## config.mk

```make
export PLATFORM = sky130hd
export DESIGN_NAME = alu_seq_flat
export DESIGN_NICKNAME = d
export VERILOG_FILES = /design/src/rtl/alu_seq_pkg.sv /design/src/rtl/alu_seq_if.sv /design/src/rtl/alu_seq_mult.sv /design/src/rtl/alu_seq.sv /design/src/flat_wrapper.sv
export SDC_FILE = /design/constraint.sdc
export NUM_CORES = 1
export LEC_CHECK = 0
export CAP_MARGIN = 0
export CORE_ASPECT_RATIO = 0.6
export CORE_UTILIZATION = 50
export CTS_CLUSTER_SIZE = 30
export DETAILED_ROUTE_END_ITERATION = 12
export PLACE_DENSITY = 0.73
export REMOVE_ABC_BUFFERS = 1
export SETUP_SLACK_MARGIN = 0.2
export SYNTH_ARGS = -nofsm -noshare
export SYNTH_HDL_FRONTEND = slang
export SYNTH_HIERARCHICAL = 1
export SYNTH_SLANG_ARGS = --single-unit
export TNS_END_PERCENT = 100
```

## constraint.sdc

```tcl
create_clock -name clk -period 6.9 [get_ports clk]
set_input_delay 1.725 -clock clk [delete_from_list [all_inputs] [get_ports clk]]
set_output_delay 1.725 -clock clk [all_outputs]
set_load 0.05 [all_outputs]
```

## src/rtl/alu_seq_pkg.sv

```systemverilog
// Shared funct codes, FSM state encoding and decode helpers for alu_seq.
package alu_seq_pkg;

    typedef enum logic [3:0] {
        F_ADD  = 4'd0,
        F_SUB  = 4'd1,
        F_SHL  = 4'd2,
        F_SHR  = 4'd3,
        F_AND  = 4'd4,
        F_OR   = 4'd5,
        F_XOR  = 4'd6,
        F_NOT  = 4'd7,
        F_NAND = 4'd8,
        F_NOR  = 4'd9,
        F_XNOR = 4'd10,
        F_MUL  = 4'd11
    } alu_funct_e;

    typedef enum logic [1:0] {
        ST_READY = 2'd0,
        ST_ARITH = 2'd1,
        ST_LOGIC = 2'd2,
        ST_ERROR = 2'd3
    } alu_state_e;

    function automatic logic is_arith(input logic [3:0] funct);
        return (funct <= 4'd3) || (funct == 4'd11);
    endfunction

    function automatic logic is_logic(input logic [3:0] funct);
        return (funct >= 4'd4) && (funct <= 4'd10);
    endfunction

endpackage

```

## src/rtl/alu_seq_if.sv

```systemverilog
// Operation request / result bundle between the decode stage (master) and alu_seq (slave).
interface alu_seq_if #(
    parameter int WIDTH = 8
);
    logic             op_valid;
    logic             op_ready;
    logic [3:0]       funct;
    logic [WIDTH-1:0] a;
    logic [WIDTH-1:0] b;
    logic             use_acc;
    logic             err_clr;
    logic [WIDTH-1:0] result;
    logic             res_valid;
    logic             carry;
    logic             overflow;
    logic             error;
    logic [1:0]       state;
    logic [WIDTH-1:0] acc;

    modport master (
        output op_valid, funct, a, b, use_acc, err_clr,
        input  op_ready, result, res_valid, carry, overflow, error, state, acc
    );

    modport slave (
        input  op_valid, funct, a, b, use_acc, err_clr,
        output op_ready, result, res_valid, carry, overflow, error, state, acc
    );
endinterface

```

## src/rtl/alu_seq_mult.sv

```systemverilog
// Iterative unsigned shift-add multiplier: one partial product per cycle, WIDTH cycles per product.
module alu_seq_mult #(
    parameter int WIDTH = 8
) (
    input  logic               clk,
    input  logic               rst,
    input  logic               start,
    input  logic [WIDTH-1:0]   mcand,
    input  logic [WIDTH-1:0]   mplier,
    output logic               busy,
    output logic               done,
    output logic [2*WIDTH-1:0] product
);
    localparam int CNT_W = $clog2(WIDTH) + 1;

    logic [CNT_W-1:0]   cnt_p0;
    logic [2*WIDTH-1:0] mcand_p0;
    logic [2*WIDTH-1:0] prod_p0;
    logic [WIDTH-1:0]   mplier_p0;
    logic [2*WIDTH-1:0] prod_next;

    // The final partial product is folded in combinationally so the full
    // product is visible during the last busy cycle.
    assign prod_next = prod_p0 + (mplier_p0[0] ? mcand_p0 : '0);
    assign done      = busy && (cnt_p0 == CNT_W'(WIDTH - 1));
    assign product   = prod_next;

    always_ff @(posedge clk) begin
        if (rst) begin
            busy   <= 1'b0;
            cnt_p0 <= '0;
        end else if (start) begin
            busy   <= 1'b1;
            cnt_p0 <= '0;
        end else if (busy) begin
            cnt_p0 <= cnt_p0 + CNT_W'(1);
            if (done) busy <= 1'b0;
        end
    end

    always_ff @(posedge clk) begin
        if (start) begin
            mcand_p0  <= {{WIDTH{1'b0}}, mcand};
            mplier_p0 <= mplier;
            prod_p0   <= '0;
        end else if (busy) begin
            prod_p0   <= prod_next;
            mcand_p0  <= mcand_p0 << 1;
            mplier_p0 <= mplier_p0 >> 1;
        end
    end
endmodule

```

## src/rtl/alu_seq.sv

```systemverilog
// alu_seq: registered ALU with accumulator and READY/ARITH/LOGIC/ERROR control FSM.
// Define ALU_SEQ_MULT_EN to make funct 11 a MUL through alu_seq_mult; otherwise it is illegal.
module alu_seq
    import alu_seq_pkg::*;
#(
    parameter int WIDTH = 8
) (
    input logic      clk,
    input logic      rst,
    alu_seq_if.slave bus
);
    localparam int SH_W = $clog2(WIDTH);

`ifdef ALU_SEQ_MULT_EN
    localparam bit MULT_EN = 1'b1;
`else
    localparam bit MULT_EN = 1'b0;
`endif

    alu_state_e       state_p0, next_state;
    logic [3:0]       funct_p0;
    logic [WIDTH-1:0] opa_p0, opb_p0;
    logic [WIDTH-1:0] result_p1, acc_p1;
    logic             carry_p1, ovf_p1, vld_p1;
    logic [WIDTH-1:0] opa_sel, alu_res;
    logic             alu_c, alu_v;
    logic             accept, req_arith, req_logic, arith_fin, complete, fail;
    logic             ready_c, error_c;

    // Returns {overflow, carry, result} for every single-cycle funct.
    function automatic logic [WIDTH+1:0] eval_op(input logic [3:0] f,
                                                 input logic [WIDTH-1:0] x,
                                                 input logic [WIDTH-1:0] y);
        logic [WIDTH:0]     sum;
        logic [2*WIDTH-1:0] sh;
        logic [WIDTH-1:0]   r;
        logic               c, v, big;
        r   = '0;
        c   = 1'b0;
        v   = 1'b0;
        sum = '0;
        sh  = '0;
        big = |y[WIDTH-1:SH_W];
        case (f)
            F_ADD: begin
                sum = {1'b0, x} + {1'b0, y};
                r   = sum[WIDTH-1:0];
                c   = sum[WIDTH];
                v   = (x[WIDTH-1] == y[WIDTH-1]) && (r[WIDTH-1] != x[WIDTH-1]);
            end
            F_SUB: begin
                sum = {1'b0, x} - {1'b0, y};
                r   = sum[WIDTH-1:0];
                c   = sum[WIDTH];
                v   = (x[WIDTH-1] != y[WIDTH-1]) && (r[WIDTH-1] != x[WIDTH-1]);
            end
            F_SHL: begin
                sh = {{WIDTH{1'b0}}, x} << y[SH_W-1:0];
                r  = big ? '0 : sh[WIDTH-1:0];
                c  = big ? |x : |sh[2*WIDTH-1:WIDTH];
            end
            F_SHR: begin
                sh = {x, {WIDTH{1'b0}}} >> y[SH_W-1:0];
                r  = big ? '0 : sh[2*WIDTH-1:WIDTH];
                c  = big ? |x : |sh[WIDTH-1:0];
            end
            F_AND:   r = x & y;
            F_OR:    r = x | y;
            F_XOR:   r = x ^ y;
            F_NOT:   r = ~x;
            F_NAND:  r = ~(x & y);
            F_NOR:   r = ~(x | y);
            F_XNOR:  r = ~(x ^ y);
            default: r = '0;
        endcase
        return {v, c, r};
    endfunction

    assign accept    = bus.op_valid && (state_p0 == ST_READY);
    assign opa_sel   = bus.use_acc ? acc_p1 : bus.a;
    assign req_arith = is_arith(bus.funct) && (MULT_EN || (bus.funct != F_MUL));
    assign req_logic = is_logic(bus.funct);

`ifdef ALU_SEQ_MULT_EN
    logic               mul_start, mul_busy, mul_done;
    logic [2*WIDTH-1:0] mul_prod;

    assign mul_start = accept && (bus.funct == F_MUL);

    alu_seq_mult #(.WIDTH(WIDTH)) u_mult (
        .clk     (clk),
        .rst     (rst),
        .start   (mul_start),
        .mcand   (opa_sel),
        .mplier  (bus.b),
        .busy    (mul_busy),
        .done    (mul_done),
        .product (mul_prod)
    );

    assign arith_fin = (funct_p0 != F_MUL) || (mul_busy && mul_done);
`else
    assign arith_fin = 1'b1;
`endif

    always_comb begin
        {alu_v, alu_c, alu_res} = eval_op(funct_p0, opa_p0, opb_p0);
`ifdef ALU_SEQ_MULT_EN
        if (funct_p0 == F_MUL) begin
            alu_res = mul_prod[WIDTH-1:0];
            alu_c   = 1'b0;
            alu_v   = |mul_prod[2*WIDTH-1:WIDTH];
        end
`endif
    end

    assign complete = ((state_p0 == ST_ARITH) && arith_fin) || (state_p0 == ST_LOGIC);
    assign fail     = (state_p0 == ST_ARITH) && (alu_c || alu_v);

    always_ff @(posedge clk) begin
        if (rst) state_p0 <= ST_READY;
        else     state_p0 <= next_state;
    end

    always_comb begin
        next_state = state_p0;
        ready_c    = 1'b0;
        error_c    = 1'b0;
        unique case (state_p0)
            ST_READY: begin
                ready_c = 1'b1;
                if (bus.op_valid) begin
                    if (req_arith)      next_state = ST_ARITH;
                    else if (req_logic) next_state = ST_LOGIC;
                    else                next_state = ST_ERROR;
                end
            end
            ST_ARITH: if (arith_fin) next_state = fail ? ST_ERROR : ST_READY;
            ST_LOGIC: next_state = ST_READY;
            ST_ERROR: begin
                error_c = 1'b1;
                if (bus.err_clr) next_state = ST_READY;
            end
            default:  next_state = ST_READY;
        endcase
    end

    // Stage p0: operand latch on accept
    always_ff @(posedge clk) begin
        if (accept) begin
            funct_p0 <= bus.funct;
            opa_p0   <= opa_sel;
            opb_p0   <= bus.b;
        end
    end

    // Stage p1: result, flags and accumulator write-back
    always_ff @(posedge clk) begin
        if (rst) begin
            result_p1 <= '0;
            carry_p1  <= 1'b0;
            ovf_p1    <= 1'b0;
            acc_p1    <= '0;
            vld_p1    <= 1'b0;
        end else begin
            vld_p1 <= complete || (accept && !req_arith && !req_logic);
            if (complete) begin
                result_p1 <= alu_res;
                carry_p1  <= alu_c;
                ovf_p1    <= alu_v;
                if (!fail) acc_p1 <= alu_res;
            end
        end
    end

    assign bus.op_ready  = ready_c;
    assign bus.error     = error_c;
    assign bus.state     = state_p0;
    assign bus.result    = result_p1;
    assign bus.carry     = carry_p1;
    assign bus.overflow  = ovf_p1;
    assign bus.res_valid = vld_p1;
    assign bus.acc       = acc_p1;
endmodule
```

## src/flat_wrapper.sv

```systemverilog
// flat-port wrapper written by rule: the top's interface ports become plain ports
module alu_seq_flat import alu_seq_pkg::*;
#(
    parameter int WIDTH = 8
)
  (clk, rst, bus_op_valid, bus_funct, bus_a, bus_b, bus_use_acc, bus_err_clr, bus_op_ready, bus_result, bus_res_valid, bus_carry, bus_overflow, bus_error, bus_state, bus_acc);
  alu_seq_if #(.WIDTH(WIDTH)) bus_i ();
  input logic clk;
  input logic rst;
  input wire logic [$bits(bus_i.op_valid)-1:0] bus_op_valid;
  input wire logic [$bits(bus_i.funct)-1:0] bus_funct;
  input wire logic [$bits(bus_i.a)-1:0] bus_a;
  input wire logic [$bits(bus_i.b)-1:0] bus_b;
  input wire logic [$bits(bus_i.use_acc)-1:0] bus_use_acc;
  input wire logic [$bits(bus_i.err_clr)-1:0] bus_err_clr;
  output wire logic [$bits(bus_i.op_ready)-1:0] bus_op_ready;
  output wire logic [$bits(bus_i.result)-1:0] bus_result;
  output wire logic [$bits(bus_i.res_valid)-1:0] bus_res_valid;
  output wire logic [$bits(bus_i.carry)-1:0] bus_carry;
  output wire logic [$bits(bus_i.overflow)-1:0] bus_overflow;
  output wire logic [$bits(bus_i.error)-1:0] bus_error;
  output wire logic [$bits(bus_i.state)-1:0] bus_state;
  output wire logic [$bits(bus_i.acc)-1:0] bus_acc;
  assign bus_i.op_valid = bus_op_valid;
  assign bus_i.funct = bus_funct;
  assign bus_i.a = bus_a;
  assign bus_i.b = bus_b;
  assign bus_i.use_acc = bus_use_acc;
  assign bus_i.err_clr = bus_err_clr;
  assign bus_op_ready = bus_i.op_ready;
  assign bus_result = bus_i.result;
  assign bus_res_valid = bus_i.res_valid;
  assign bus_carry = bus_i.carry;
  assign bus_overflow = bus_i.overflow;
  assign bus_error = bus_i.error;
  assign bus_state = bus_i.state;
  assign bus_acc = bus_i.acc;
  alu_seq #(.WIDTH(WIDTH)) u_core (.clk(clk), .rst(rst), .bus(bus_i));
endmodule
```

==> reports/results.txt, run 1 <==
For the total congestion overflow after global routing, the log shows 0. Via count of the first global-routing pass: 3276. The clock sink count was 41; the cell count after placement was 549. Total global routing track utilization: 0.2973. Across all layers, the routed design uses 3510 vias. Measured along the x axis, the die boundary spans 117.0 um. Data on the critical path is required at its endpoint by 5.18 ns. For this run, the post-layout net count is 509. The buffer depth of the longest clock path is 2. The tools report the final HPWL from detailed placement as 8682 um. The tools report the number of max-capacitance violations reported as 0. The run gives 0 as the number of design rule violations left after detail routing.

The top cell types in the final layout, fill and taps aside, are clkdlybuf4s50_1 (47), nor2_1 (37), inv_1 (30), ha_1 (30), nand2_1 (24). The leading cell type in the layout, fill and taps excluded is clkdlybuf4s50_1. Between clock sinks in the finished design, the worst skew comes to 0.009976 ns.

Global-route track usage on met2: 0.3866. The average wire per standard cell is 20.94 um. For the finished layout cell area, the log shows 4534 um^2. Prior to clock tree synthesis, the placed netlist has a worst setup slack of 3.311 ns.

The tools report the cell-internal power as 867.7 uW. TritonCTS built the clock tree. The chip height is 71.01 um.

The logs give 0.2573 for the share of synthesized area occupied by flip-flops and latches and 8310 um^2 for the die footprint. During synthesis, Yosys emitted a total of 6 warnings. The proportion of register bits with asynchronous set or reset after synthesis was 0. The routing usage on met3 was 0.1020. The share of layout cells above drive strength 1 is 0.1148, and the combinational group share of total power is 0.596. The run gives 0.9605 as the final estimated routing congestion in global placement.

The tools report the reg2reg setup slack as 3.32 ns. The count of state elements after synthesis was 41. 48 I/O pins were placed. The first routing iteration left 414 violations.

The initialized floorplan defines 24 standard-cell rows. The tools report the timing-limited maximum frequency as 277.3 MHz. The number of buffers added on ports was 47. The switching share of power is 0.4864, and the maximum number of pins on one net before global-route repair is 41.

In this run the static leakage power is 1.818 nW. The tightest min-delay check is of the register to register type. For the worst setup path, the data arrival time is 1.88 ns. Tracing the worst setup path back leads to its startpoint at u_core/bus.state[0]$_SDFFE_PP0P_. Summed over all nets, the switching power comes to 821.8 uW. The critical path capture point type was a primary output.

The starting utilization of the core area came out at 0.5308. The start of the worst register-to-register path was u_core/opb_p0[0]$_DFFE_PP_. After layout, the minimum clock period comes to 3.606 ns. The H-tree was split into 2 levels. For the final routed database, the setup TNS stands at 0 ns.

Sequential power share: 0.266. Global-route met1 utilization: 0.4720. The insertion delay of the later-clocked pin in the worst-skew pair is 0.29 ns. For the area of the core region, the log shows 7477 um^2.

The flow ran to the end, and the final reports show no timing, DRC or antenna violations. VDD sags by at most 0.2551 mV. The total standard cell area after synthesis was 3969 um^2. Setup violations remaining at the end of the flow were counted as 0. The busiest metal layer after global routing is met1.

The logs give 11660 um for the total wirelength of the detailed-routed design and 18470 um for the global-route wire length before repair. In this run the cell area measured after placement is 4389 um^2. On the worst path, the slowest cell contributes a delay of 0.84 ns. Along the worst path, the maximum fanout reaches 6. The number of gates resized after CTS was 0. The clock network fraction of total power is 0.138. The post-synthesis area per instance was 9.295 um^2. The slowest stage of the critical path is the clkdlybuf4s50_1 cell. For the final standard cell utilization of the core, the log shows 0.6064. Critical path capture point: bus_op_ready. In this run the clock root is driven by a clkbuf_16. The total count of hold-check failures in the final report is 0. The max-slew violation count is 0, and the power density over cell area is 372.6 nW/um^2. The via-per-instance ratio was 6.302.

Clock tree synthesis inserted a total of 5 buffers. The number of buffers inserted to repair setup after CTS is 0, and the number of enable flip-flop cells after synthesis is 20. The repair_antennas step left the layout with diodes totalling 0.

Along the worst hold path, the cell count comes to 2. The run gives 5 as the first-pass detailed-route iteration total. STA classifies the critical path startpoint as a register.

The area growth from synthesis to layout is 14.25%. Final hold analysis gives a worst-case slack of 0.4836 ns. The portion of the clock cycle consumed by the worst path in the final layout works out to 0.5226.

The most used flip-flop cell after synthesis is dfxtp_1. For the number of hold buffers added after CTS, the log shows 0. The finished layout holds 557 standard cells, fillers aside. The worst setup path is of the register to primary output kind. Yosys mapped the design onto 75 distinct sky130hd cell types. After clock tree synthesis, the clock-pin slew on the worst setup and hold paths is 0.07 ns. The length in cells of the worst reg-to-reg path was 10. The actual slew at the worst max-slew pin is 1.034 ns. Destination of the worst register-to-register timing path: u_core/bus.acc[1]$_SDFFE_PP0P_. The signal on the critical path passes through inv_1, ha_1, clkdlybuf4s50_1. Total power for the finished layout comes to 1.690 mW. The number of antenna violations at the first check in global routing was 0. Setup repair after global routing left no endpoint under its margin.

The worst slew margin relative to its limit is 0.3105. In the post-route analysis, the smallest setup slack over all paths is 3.294 ns. The logs give 427 for the gate count after technology mapping and 0 for the number of routed nets with antenna violations.
-- power by group through the flow --
stage          clock network, mW  logic [mW]  registers, mW
2_1_floorplan                  0       0.523          0.601
3_3_place_gp                   0       0.977          0.449
3_5_place_dp                   0       0.985          0.448
4_1_cts                    0.236       0.991          0.446
5_1_grt                    0.248        1.08          0.460
6_report                   0.233        1.01          0.449
-- layout make-up --
type | instances | area [um^2]
fill | 642 | 2943
inverter | 30 | 112.6
clock inverter | 3 | 20.02
sequential | 41 | 1021
tap | 104 | 130.1
timing repair buffer | 53 | 515.5
multi-input combinational | 321 | 2610
clock buffer | 5 | 125.1
-- critical path: cells and delay by family (launching register included) --
kind                       cells  cell delay (ns)
adders and majority gates      1             0.26
buffers and inverters          2             0.97
DFF                            1             0.37
-- per-layer routing --
| metal | vias up | part of all wire | routed length [um] |
|---|---|---|---|
| met1 | 1665 | 0.48 | 5649 |
| met3 | 16 | 0.12 | 1438 |
| met5 | - | 0 | 0 |
| met4 | 0 | 0.011 | 131 |
| met2 | 193 | 0.38 | 4442 |
| li1 | 1636 | - | - |
-- worst min-delay path by stage --
stage	to	from
floorplan	u_core/bus.carry$_SDFFE_PP0P_	u_core/bus.carry$_SDFFE_PP0P_
global placement	u_core/bus.result[0]$_SDFFE_PP0P_	u_core/bus.result[0]$_SDFFE_PP0P_
detailed placement	u_core/bus.result[1]$_SDFFE_PP0P_	u_core/bus.result[1]$_SDFFE_PP0P_
CTS	u_core/bus.result[1]$_SDFFE_PP0P_	u_core/bus.result[1]$_SDFFE_PP0P_
global route	u_core/bus.result[1]$_SDFFE_PP0P_	u_core/bus.result[1]$_SDFFE_PP0P_
finish	u_core/bus.result[1]$_SDFFE_PP0P_	u_core/bus.result[1]$_SDFFE_PP0P_
-- cells in the mapped netlist (8+ instances only) --
library cell	instances	share of area
a21oi_1	18	0.023
inv_1	30	0.028
mux2_2	9	0.026
nand2_1	24	0.023
dfxtp_1	21	0.11
ha_1	30	0.095
o21ai_0	16	0.020
nand2b_1	10	0.016
nor2_1	37	0.035
nor3_1	11	0.014
clkbuf_1	18	0.017
mux2i_1	23	0.058
edfxtp_1	20	0.15
a211oi_1	16	0.030
mux4_2	8	0.045
-- registers in the layout, summed over array words and instances, names as in the netlist --
name	cells
u_core/bus.acc	8
u_core/bus.overflow	1
u_core/opa_p0	8
u_core/bus.res_valid	1
u_core/bus.result	8
u_core/bus.carry	1
u_core/funct_p0	4
u_core/opb_p0	8
u_core/bus.state	2
-- cell families after synthesis --
| group | share of synthesized area |
|---|---|
| AO/OA/AOI/OAI | 0.2166 |
| XOR/XNOR | 0.004414 |
| adder cells (fa/ha/maj) | 0.1047 |
| buffers and inverters | 0.08512 |
| flip-flops | 0.2573 |
| multiplexers | 0.1677 |
| AND/OR/NAND/NOR | 0.1643 |
No activity file was read; power rests on OpenSTA's default activity.
==> run 2: changes to the inputs <==
- PLACE_DENSITY: 0.73 -> 0.76
- clock period: 6.9 -> 3.2 ns (I/O delays scaled with it)
==> reports/results.txt, run 2 (synthesis results as in run 1) <==
The flow ran to the end, and the final reports show no timing, DRC or antenna violations. The number of top-level pins came out at 48 (unchanged). Category of the most critical setup path: register to register (was register to primary output). The tools report the number of antenna violations at the first check in global routing as 0 (unchanged). Critical path capture point: u_core/bus.acc[7]$_SDFFE_PP0P_ (was bus_op_ready).

The maximum vdd drop came out at 0.7482 mV (was 0.2551 mV). The number of buffers added on ports came out at 47 (unchanged). Length in cells of the worst reg-to-reg path: 12 (was 10). The max-slew violation count was 0 (unchanged). The starting utilization of the core area is 0.5308 (unchanged). The number of DRC violations after detailed-routing iteration 0 is 631 (was 414). The number of hold buffers added after CTS was 0 (unchanged); the total count of hold-check failures in the final report was 0 (unchanged). Destination of the worst register-to-register timing path: u_core/bus.acc[7]$_SDFFE_PP0P_ (was u_core/bus.acc[1]$_SDFFE_PP0P_).

The actual slew at the worst max-slew pin came out at 0.7574 ns (was 1.034 ns). The tools report the number of failing setup endpoints in the final timing report as 0 (unchanged). Critical path capture point type: a register (was a primary output). For the leakage power figure, the log shows 2.006 nW (was 1.818 nW). The via count of the first global-routing pass was 3630 (was 3276); the finished layout cell area was 4883 um^2 (was 4534 um^2).

The critical path data required time is 3.37 ns (was 5.18 ns). The tools report the cell chosen for the clock root as clkbuf_16 (unchanged). TritonCTS built the clock tree. The area of the core region came out at 7477 um^2 (unchanged). The global-route wire length before repair was 19420 um (was 18470 um); the worst slew margin relative to its limit was 0.4940 (was 0.3105). The final layout net count was 545 (was 509). Setup repair after global routing left no endpoint under its margin. Average wire per standard cell: 21.44 um (was 20.94 um). The leading cell type in the layout, fill and taps excluded is clkdlybuf4s50_1 (unchanged). The data arrival time of the worst path came out at 3.14 ns (was 1.88 ns). The clock sink count is 41 (unchanged), and the share of layout cells above drive strength 1 is 0.1963 (was 0.1148). The clock-pin slew on the worst setup and hold paths is 0.06 ns (was 0.07 ns), and the total congestion overflow after global routing is 0 (unchanged). The H-tree depth reported by CTS came out at 2 (unchanged). Maximum number of pins on one net before global-route repair: 22 (was 41). For this run, the top clock speed supported by timing is 336.8 MHz.

Number of fill cells in the layout: 592 (was 642). The total number of placement rows was 24 (unchanged); the chip height was 71.01 um (unchanged). The number of max-capacitance violations reported was 0 (unchanged); the final HPWL from detailed placement was 9373 um (was 8682 um). The power density over cell area was 810.9 nW/um^2 (was 372.6 nW/um^2). Start of the worst register-to-register path: u_core/opb_p0[0]$_DFFE_PP_ (unchanged).

Type of the tightest min-delay check: register to register (unchanged). The relative area change from synthesis to final layout is 23.05% (was 14.25%). The clock period could shrink to 2.969 ns. The buffer depth of the longest clock path was 2 (unchanged); the insertion delay of the later-clocked pin in the worst-skew pair was 0.29 ns (about the same). The overall via count from detail_route is 3858 (was 3510). The total wirelength of the detailed-routed design is 12710 um (was 11660 um), and the number of buffers created by CTS is 5 (unchanged). Startpoint class of the critical path: a register (unchanged). The count of inserted antenna diode cells was 0 (unchanged); the total global routing track utilization was 0.3122 (was 0.2973). The worst setup path startpoint is u_core/opb_p0[0]$_DFFE_PP_ (was u_core/bus.state[0]$_SDFFE_PP0P_). The biggest fanout along the worst timing path works out to 8 (was 6). The first-pass detailed-route iteration total is 6 (was 5), and the number of routed nets with antenna violations is 0 (unchanged).

The reg2reg setup slack was 0.23 ns (was 3.32 ns). The via-per-instance ratio came out at 6.506 (was 6.302). Die footprint: 8310 um^2 (unchanged). Final estimated routing congestion in global placement: 1.027 (was 0.9605).

Most frequent cells in the layout: clkdlybuf4s50_1 (47), buf_4 (40), nor2_1 (37), inv_1 (29), ha_1 (28) (was clkdlybuf4s50_1 (47), nor2_1 (37), inv_1 (30), ha_1 (30), nand2_1 (24)). The number of design rule violations left after detail routing was 0 (unchanged). The worst hold margin was 0.4976 ns (was 0.4836 ns). The instance area at placement was 4599 um^2 (was 4389 um^2). The horizontal die dimension is 117.0 um (unchanged). The portion of the clock cycle consumed by the worst path in the final layout was 0.9279. Final setup skew: 0.009703 ns (was 0.009976 ns).
-- run 2: final cells by class --
class                      count  area, um^2  area share
sequential                    41        1021      0.2091
tap                          104       130.1     0.02665
timing repair buffer          89       802.0      0.1642
clock inverter                 1       5.005    0.001025
clock buffer                   7       153.9     0.03151
multi-input combinational    321        2659      0.5445
inverter                      30       112.6     0.02306
-- run 2: per-stage QoR --
step | worst slack [ns] | power, mW | instances | utilization | TNS [ns]
final | 0.2306 | 3.960 | 593 | 0.6531 | 0
after global routing | 0.1700 | 4.146 | 593 | 0.6531 | 0
after CTS | 0.2049 | 3.801 | 585 | 0.6382 | 0
after detailed placement | -0.02664 | 3.217 | 577 | 0.6151 | -0.02664
after global placement | -0.05722 | 3.184 | 577 | 0.6151 | -0.05722
after floorplan | -0.01397 | 2.424 | 392 | - | -0.06984
-- run 2: worst min-delay path by stage --
stage | startpoint | end | slack, ns | cells past startpoint
4_1_cts | u_core/bus.result[7]$_SDFFE_PP0P_ | u_core/bus.result[7]$_SDFFE_PP0P_ | 0.50 | 2
3_3_place_gp | u_core/bus.result[6]$_SDFFE_PP0P_ | u_core/bus.result[6]$_SDFFE_PP0P_ | 0.48 | 2
5_1_grt | u_core/bus.carry$_SDFFE_PP0P_ | u_core/bus.carry$_SDFFE_PP0P_ | 0.52 | 2
2_1_floorplan | u_core/bus.carry$_SDFFE_PP0P_ | u_core/bus.carry$_SDFFE_PP0P_ | 0.70 | 2
3_5_place_dp | u_core/bus.result[7]$_SDFFE_PP0P_ | u_core/bus.result[7]$_SDFFE_PP0P_ | 0.48 | 2
6_report | u_core/bus.result[7]$_SDFFE_PP0P_ | u_core/bus.result[7]$_SDFFE_PP0P_ | 0.50 | 2
-- run 2: power by group --
part / switching [mW] / internal, mW
Combinational: 1.51 / 1.01
Sequential: 0.154 / 0.734
Clock: 0.210 / 0.336
-- run 2: routing by layer --
metal | track usage | part of all wire | wire [um] | vias to the layer above
met2 | 0.4392 | 0.40 | 5117 | 281
met4 | 0.06048 | 0.014 | 183 | 0
met3 | 0.1063 | 0.14 | 1737 | 24
li1 | - | - | - | 1705
met5 | 0 | 0 | 0 | -
met1 | 0.4622 | 0.45 | 5674 | 1848
-- run 2: repair_timing --
item | CTS | global route
gates resized for setup | 4 | 9
setup endpoints to repair | 6 | 8
pin swaps | 0 | 3
buffers inserted | 0 | 8
-- run 2: critical path, cell delays in order (launching register included) --
cell and delay, ns:
edfxtp_1 0.47, buf_4 0.16, ha_1 0.16, inv_1 0.06, fa_1 0.38, nand2b_1 0.12, a221o_1 0.20, a211oi_1 0.09
or3_1 0.35, o2111a_2 0.22, a31oi_4 0.19, buf_12 0.15, mux2_4 0.30
==> run 3: changes to the inputs <==
- HOLD_SLACK_MARGIN: not set -> 0.08
- PLACE_DENSITY: 0.76 -> 0.73
- clock period: 3.2 -> 2.95 ns (I/O delays scaled with it)
==> reports/results.txt, run 3 (synthesis results as in run 1) <==
The run finished with clean final reports. Category of the most critical setup path: register to register (unchanged). The switching share of power is 0.4647 (was 0.4740), and the post-route minimum period is 2.915 ns (was 2.969 ns). Number of top-level pins: 48 (unchanged). The run gives 2.165 mW (was 1.877 mW) as the net load switching power. Power density over cell area: 885.9 nW/um^2 (was 810.9 nW/um^2). The logs give 8310 um^2 (unchanged) for the die footprint and 0 (unchanged) for the max-slew violation count. The buffer depth of the longest clock path was 2 (unchanged); the combinational group share of total power was 0.650 (was 0.638). The reg2reg setup slack came out at 0.03 ns (was 0.23 ns).

The via-per-instance ratio was 6.261 (was 6.506). The tools report the start of the worst register-to-register path as u_core/opa_p0[0]$_DFFE_PP_ (was u_core/opb_p0[0]$_DFFE_PP_). The run gives 24 (unchanged) as the total number of placement rows. The total global routing track utilization was 0.3457 (was 0.3122). The global-route wire length before repair was 21040 um (was 19420 um); the area of the core region was 7477 um^2 (unchanged). For the number of antenna violations at the first check in global routing, the log shows 0 (unchanged).

Destination of the worst register-to-register timing path: u_core/bus.acc[5]$_SDFFE_PP0P_ (was u_core/bus.acc[7]$_SDFFE_PP0P_). The logs give 0.30 ns (was 0.29 ns) for the insertion delay of the later-clocked pin in the worst-skew pair and 343.0 MHz (was 336.8 MHz) for the timing-limited maximum frequency. The biggest fanout along the worst timing path was 8 (unchanged).

The sequential power share was 0.203 (was 0.224). The tools report the start point of the worst hold path as u_core/bus.result[5]$_SDFFE_PP0P_ (was u_core/bus.result[7]$_SDFFE_PP0P_). The number of buffers added on ports was 47 (unchanged); the total area of sequential cells was 1021 um^2 (unchanged). The number of cells traversed by the worst hold path was 2 (unchanged). Cells along the critical path: buf_4, ha_1, fa_2, a21o_1, a221oi_2, nor2_1, nor2_2, o2111a_2, a31oi_4, buf_12, mux2_4 (was buf_4, ha_1, inv_1, fa_1, nand2b_1, a221o_1, a211oi_1, or3_1, o2111a_2, a31oi_4, buf_12, mux2_4). The chip height is 71.01 um (unchanged), and the critical path data required time is 3.14 ns (was 3.37 ns). The portion of the clock cycle consumed by the worst path in the final layout came out at 0.9882 (was 0.9279). The tools report the number of design rule violations left after detail routing as 0 (unchanged).

The total wirelength of the detailed-routed design is 13790 um (was 12710 um), and the clock-pin slew on the worst setup and hold paths is 0.07 ns (was 0.06 ns). The final layout net count came out at 581 (was 545). The tools report the total count of hold-check failures in the final report as 0 (unchanged). The leading cell type in the layout, fill and taps excluded is buf_4 (was clkdlybuf4s50_1). The logs give 0.5308 (unchanged) for the starting utilization of the core area and 10250 um (was 9373 um) for the final HPWL from detailed placement. Setup repair after global routing could not meet its margin everywhere.

The cell-internal power came out at 2.494 mW (was 2.083 mW). The worst slew margin relative to its limit is 0.3957 (was 0.4940). The buffer and inverter count on the worst path was 2 (was 3). The startpoint class of the critical path was a register (unchanged). The share of layout cells above drive strength 1 was 0.2743 (was 0.1963).

The library cell contributing the largest single delay on the critical path was edfxtp_1 (unchanged). The average wire per standard cell was 21.92 um (was 21.44 um). The number of routed nets with antenna violations was 0 (unchanged).

The number of max-capacitance violations reported is 0 (unchanged), and the actual slew at the worst max-slew pin is 0.9045 ns (was 0.7574 ns). The tools report the number of fill cells in the layout as 548 (was 592). Cell chosen for the clock root: clkbuf_16 (unchanged). The critical path capture point type was a register (unchanged). The number of DRC violations after detailed-routing iteration 0 is 502 (was 631).

The worst hold margin is 0.4927 ns (was 0.4976 ns). For the data arrival time of the worst path, the log shows 3.10 ns (was 3.14 ns). The logs give 2.199 nW (was 2.006 nW) for the leakage power figure and 0 (unchanged) for the number of failing setup endpoints in the final timing report.

The logs give 5260 um^2 (was 4883 um^2) for the finished layout cell area and 41 (unchanged) for the clock sink count. Most frequent cells in the layout: buf_4 (70), clkdlybuf4s50_1 (47), nor2_1 (36), inv_1 (30), ha_1 (27) (was clkdlybuf4s50_1 (47), buf_4 (40), nor2_1 (37), inv_1 (29), ha_1 (28)). The clock network fraction of total power came out at 0.146 (was 0.138).

Length in cells of the worst reg-to-reg path: 11 (was 12). The count of inserted antenna diode cells was 0 (unchanged); the via count of the first global-routing pass was 3729 (was 3630). The logs give 0 (unchanged) for the number of hold buffers added after CTS and 5 (was 6) for the first-pass detailed-route iteration total.

The number of buffers created by CTS is 5 (unchanged), and the maximum number of pins on one net before global-route repair is 22 (unchanged). Type of the tightest min-delay check: register to register (unchanged). The overall via count from detail_route is 3938 (was 3858), and the horizontal die dimension is 117.0 um (unchanged). Cell class contributing the biggest share of worst-path delay: compound AO/OA/AOI/OAI gates (unchanged). The final setup skew is 0.005155 ns (was 0.009703 ns). Worst min-delay path endpoint: u_core/bus.result[5]$_SDFFE_PP0P_ (was u_core/bus.result[7]$_SDFFE_PP0P_). The run gives 2 (unchanged) as the H-tree depth reported by CTS. The relative area change from synthesis to final layout is 32.53% (was 23.05%). The logs give 0 (unchanged) for the total congestion overflow after global routing and 2714 um^2 (was 2659 um^2) for the area taken by multi-input logic gates.

TritonCTS built the clock tree. The maximum vdd drop is 0.6859 mV (was 0.7482 mV). The longest individual stage delay on the worst path was 0.41 ns (was 0.47 ns); the instance area at placement was 4787 um^2 (was 4599 um^2). The final estimated routing congestion in global placement came out at 0.9495 (was 1.027).
run 3: cell types whose count changed in the layout (fill, tap and decap cells not counted), moves of 2 or more:
cell | previous run | this run
fa_1 | 2 | 0
buf_6 | 1 | 6
a211oi_1 | 16 | 13
fa_2 | 0 | 2
nor4_1 | 5 | 3
a211oi_2 | 0 | 3
buf_4 | 40 | 70
run 3: layer usage:
| layer | part of all wire | GRT usage | up-vias |
|---|---|---|---|
| met3 | 0.16 | 0.1491 | 34 |
| met4 | 0.015 | 0.05485 | 0 |
| met2 | 0.38 | 0.4444 | 302 |
| met1 | 0.45 | 0.5295 | 1825 |
| li1 | - | - | 1777 |
| met5 | 0 | 0 | - |
run 3: cell type report:
class,instances,area share
Clock buffer,7,0.03330
Clock inverter,1,0.001665
Inverter,30,0.02141
Multi-Input combinational cell,321,0.5159
Sequential cell,41,0.1941
Tap cell,104,0.02474
Timing Repair Buffer,125,0.2088
run 3: how the worst max path moves through the flow:
stage                                      to                  startpoint  slack, ns  depth (start not counted)
5_1_grt        u_core/bus.acc[5]$_SDFFE_PP0P_  u_core/opb_p0[0]$_DFFE_PP_      -0.05                         10
3_3_place_gp   u_core/bus.acc[7]$_SDFFE_PP0P_  u_core/opa_p0[0]$_DFFE_PP_      -0.04                         11
3_5_place_dp   u_core/bus.acc[5]$_SDFFE_PP0P_  u_core/opb_p0[1]$_DFFE_PP_      -0.10                          9
6_report       u_core/bus.acc[5]$_SDFFE_PP0P_  u_core/opa_p0[0]$_DFFE_PP_       0.03                         11
2_1_floorplan  u_core/bus.acc[2]$_SDFFE_PP0P_  u_core/opb_p0[1]$_DFFE_PP_      -0.26                          9
4_1_cts        u_core/bus.acc[5]$_SDFFE_PP0P_  u_core/opb_p0[0]$_DFFE_PP_       0.07                         10
run 3: timing repair:
| item | in CTS | in global routing |
|---|---|---|
| resized for setup | 14 | 18 |
| pin swaps | 8 | 4 |
| setup endpoints to repair | 10 | 12 |
| buffers inserted | 9 | 10 |
run 3: power by group through the flow:
stage | clock, mW | combinational (mW) | sequential [mW]
after floorplan | 0 | 1.22 | 1.41
after global placement | 0 | 2.67 | 0.956
after detailed placement | 0 | 2.68 | 0.952
after CTS | 0.681 | 2.84 | 0.943
after global routing | 0.699 | 3.19 | 0.964
final | 0.681 | 3.03 | 0.948
run 3: metrics by stage:
step | power [mW] | setup TNS [ns] | setup WS, ns | utilization | cells
finish | 4.660 | 0 | 0.03493 | 0.7035 | 629
global route | 4.854 | -0.2294 | -0.05102 | 0.7035 | 629
CTS | 4.463 | 0 | 0.06618 | 0.6849 | 619
detailed placement | 3.633 | -0.4865 | -0.1021 | 0.6402 | 602
global placement | 3.627 | -0.1779 | -0.03647 | 0.6402 | 602
floorplan | 2.630 | -1.602 | -0.2640 | - | 392
run 3: worst register-to-register path: stages, from the launching register on:
cell and delay (ns):
edfxtp_1 0.41, buf_4 0.18, ha_1 0.25, fa_2 0.36
a21o_1 0.19, a221oi_2 0.31, nor2_1 0.13, nor2_2 0.16
o2111a_2 0.27, a31oi_4 0.09, buf_12 0.16, mux2_4 0.30
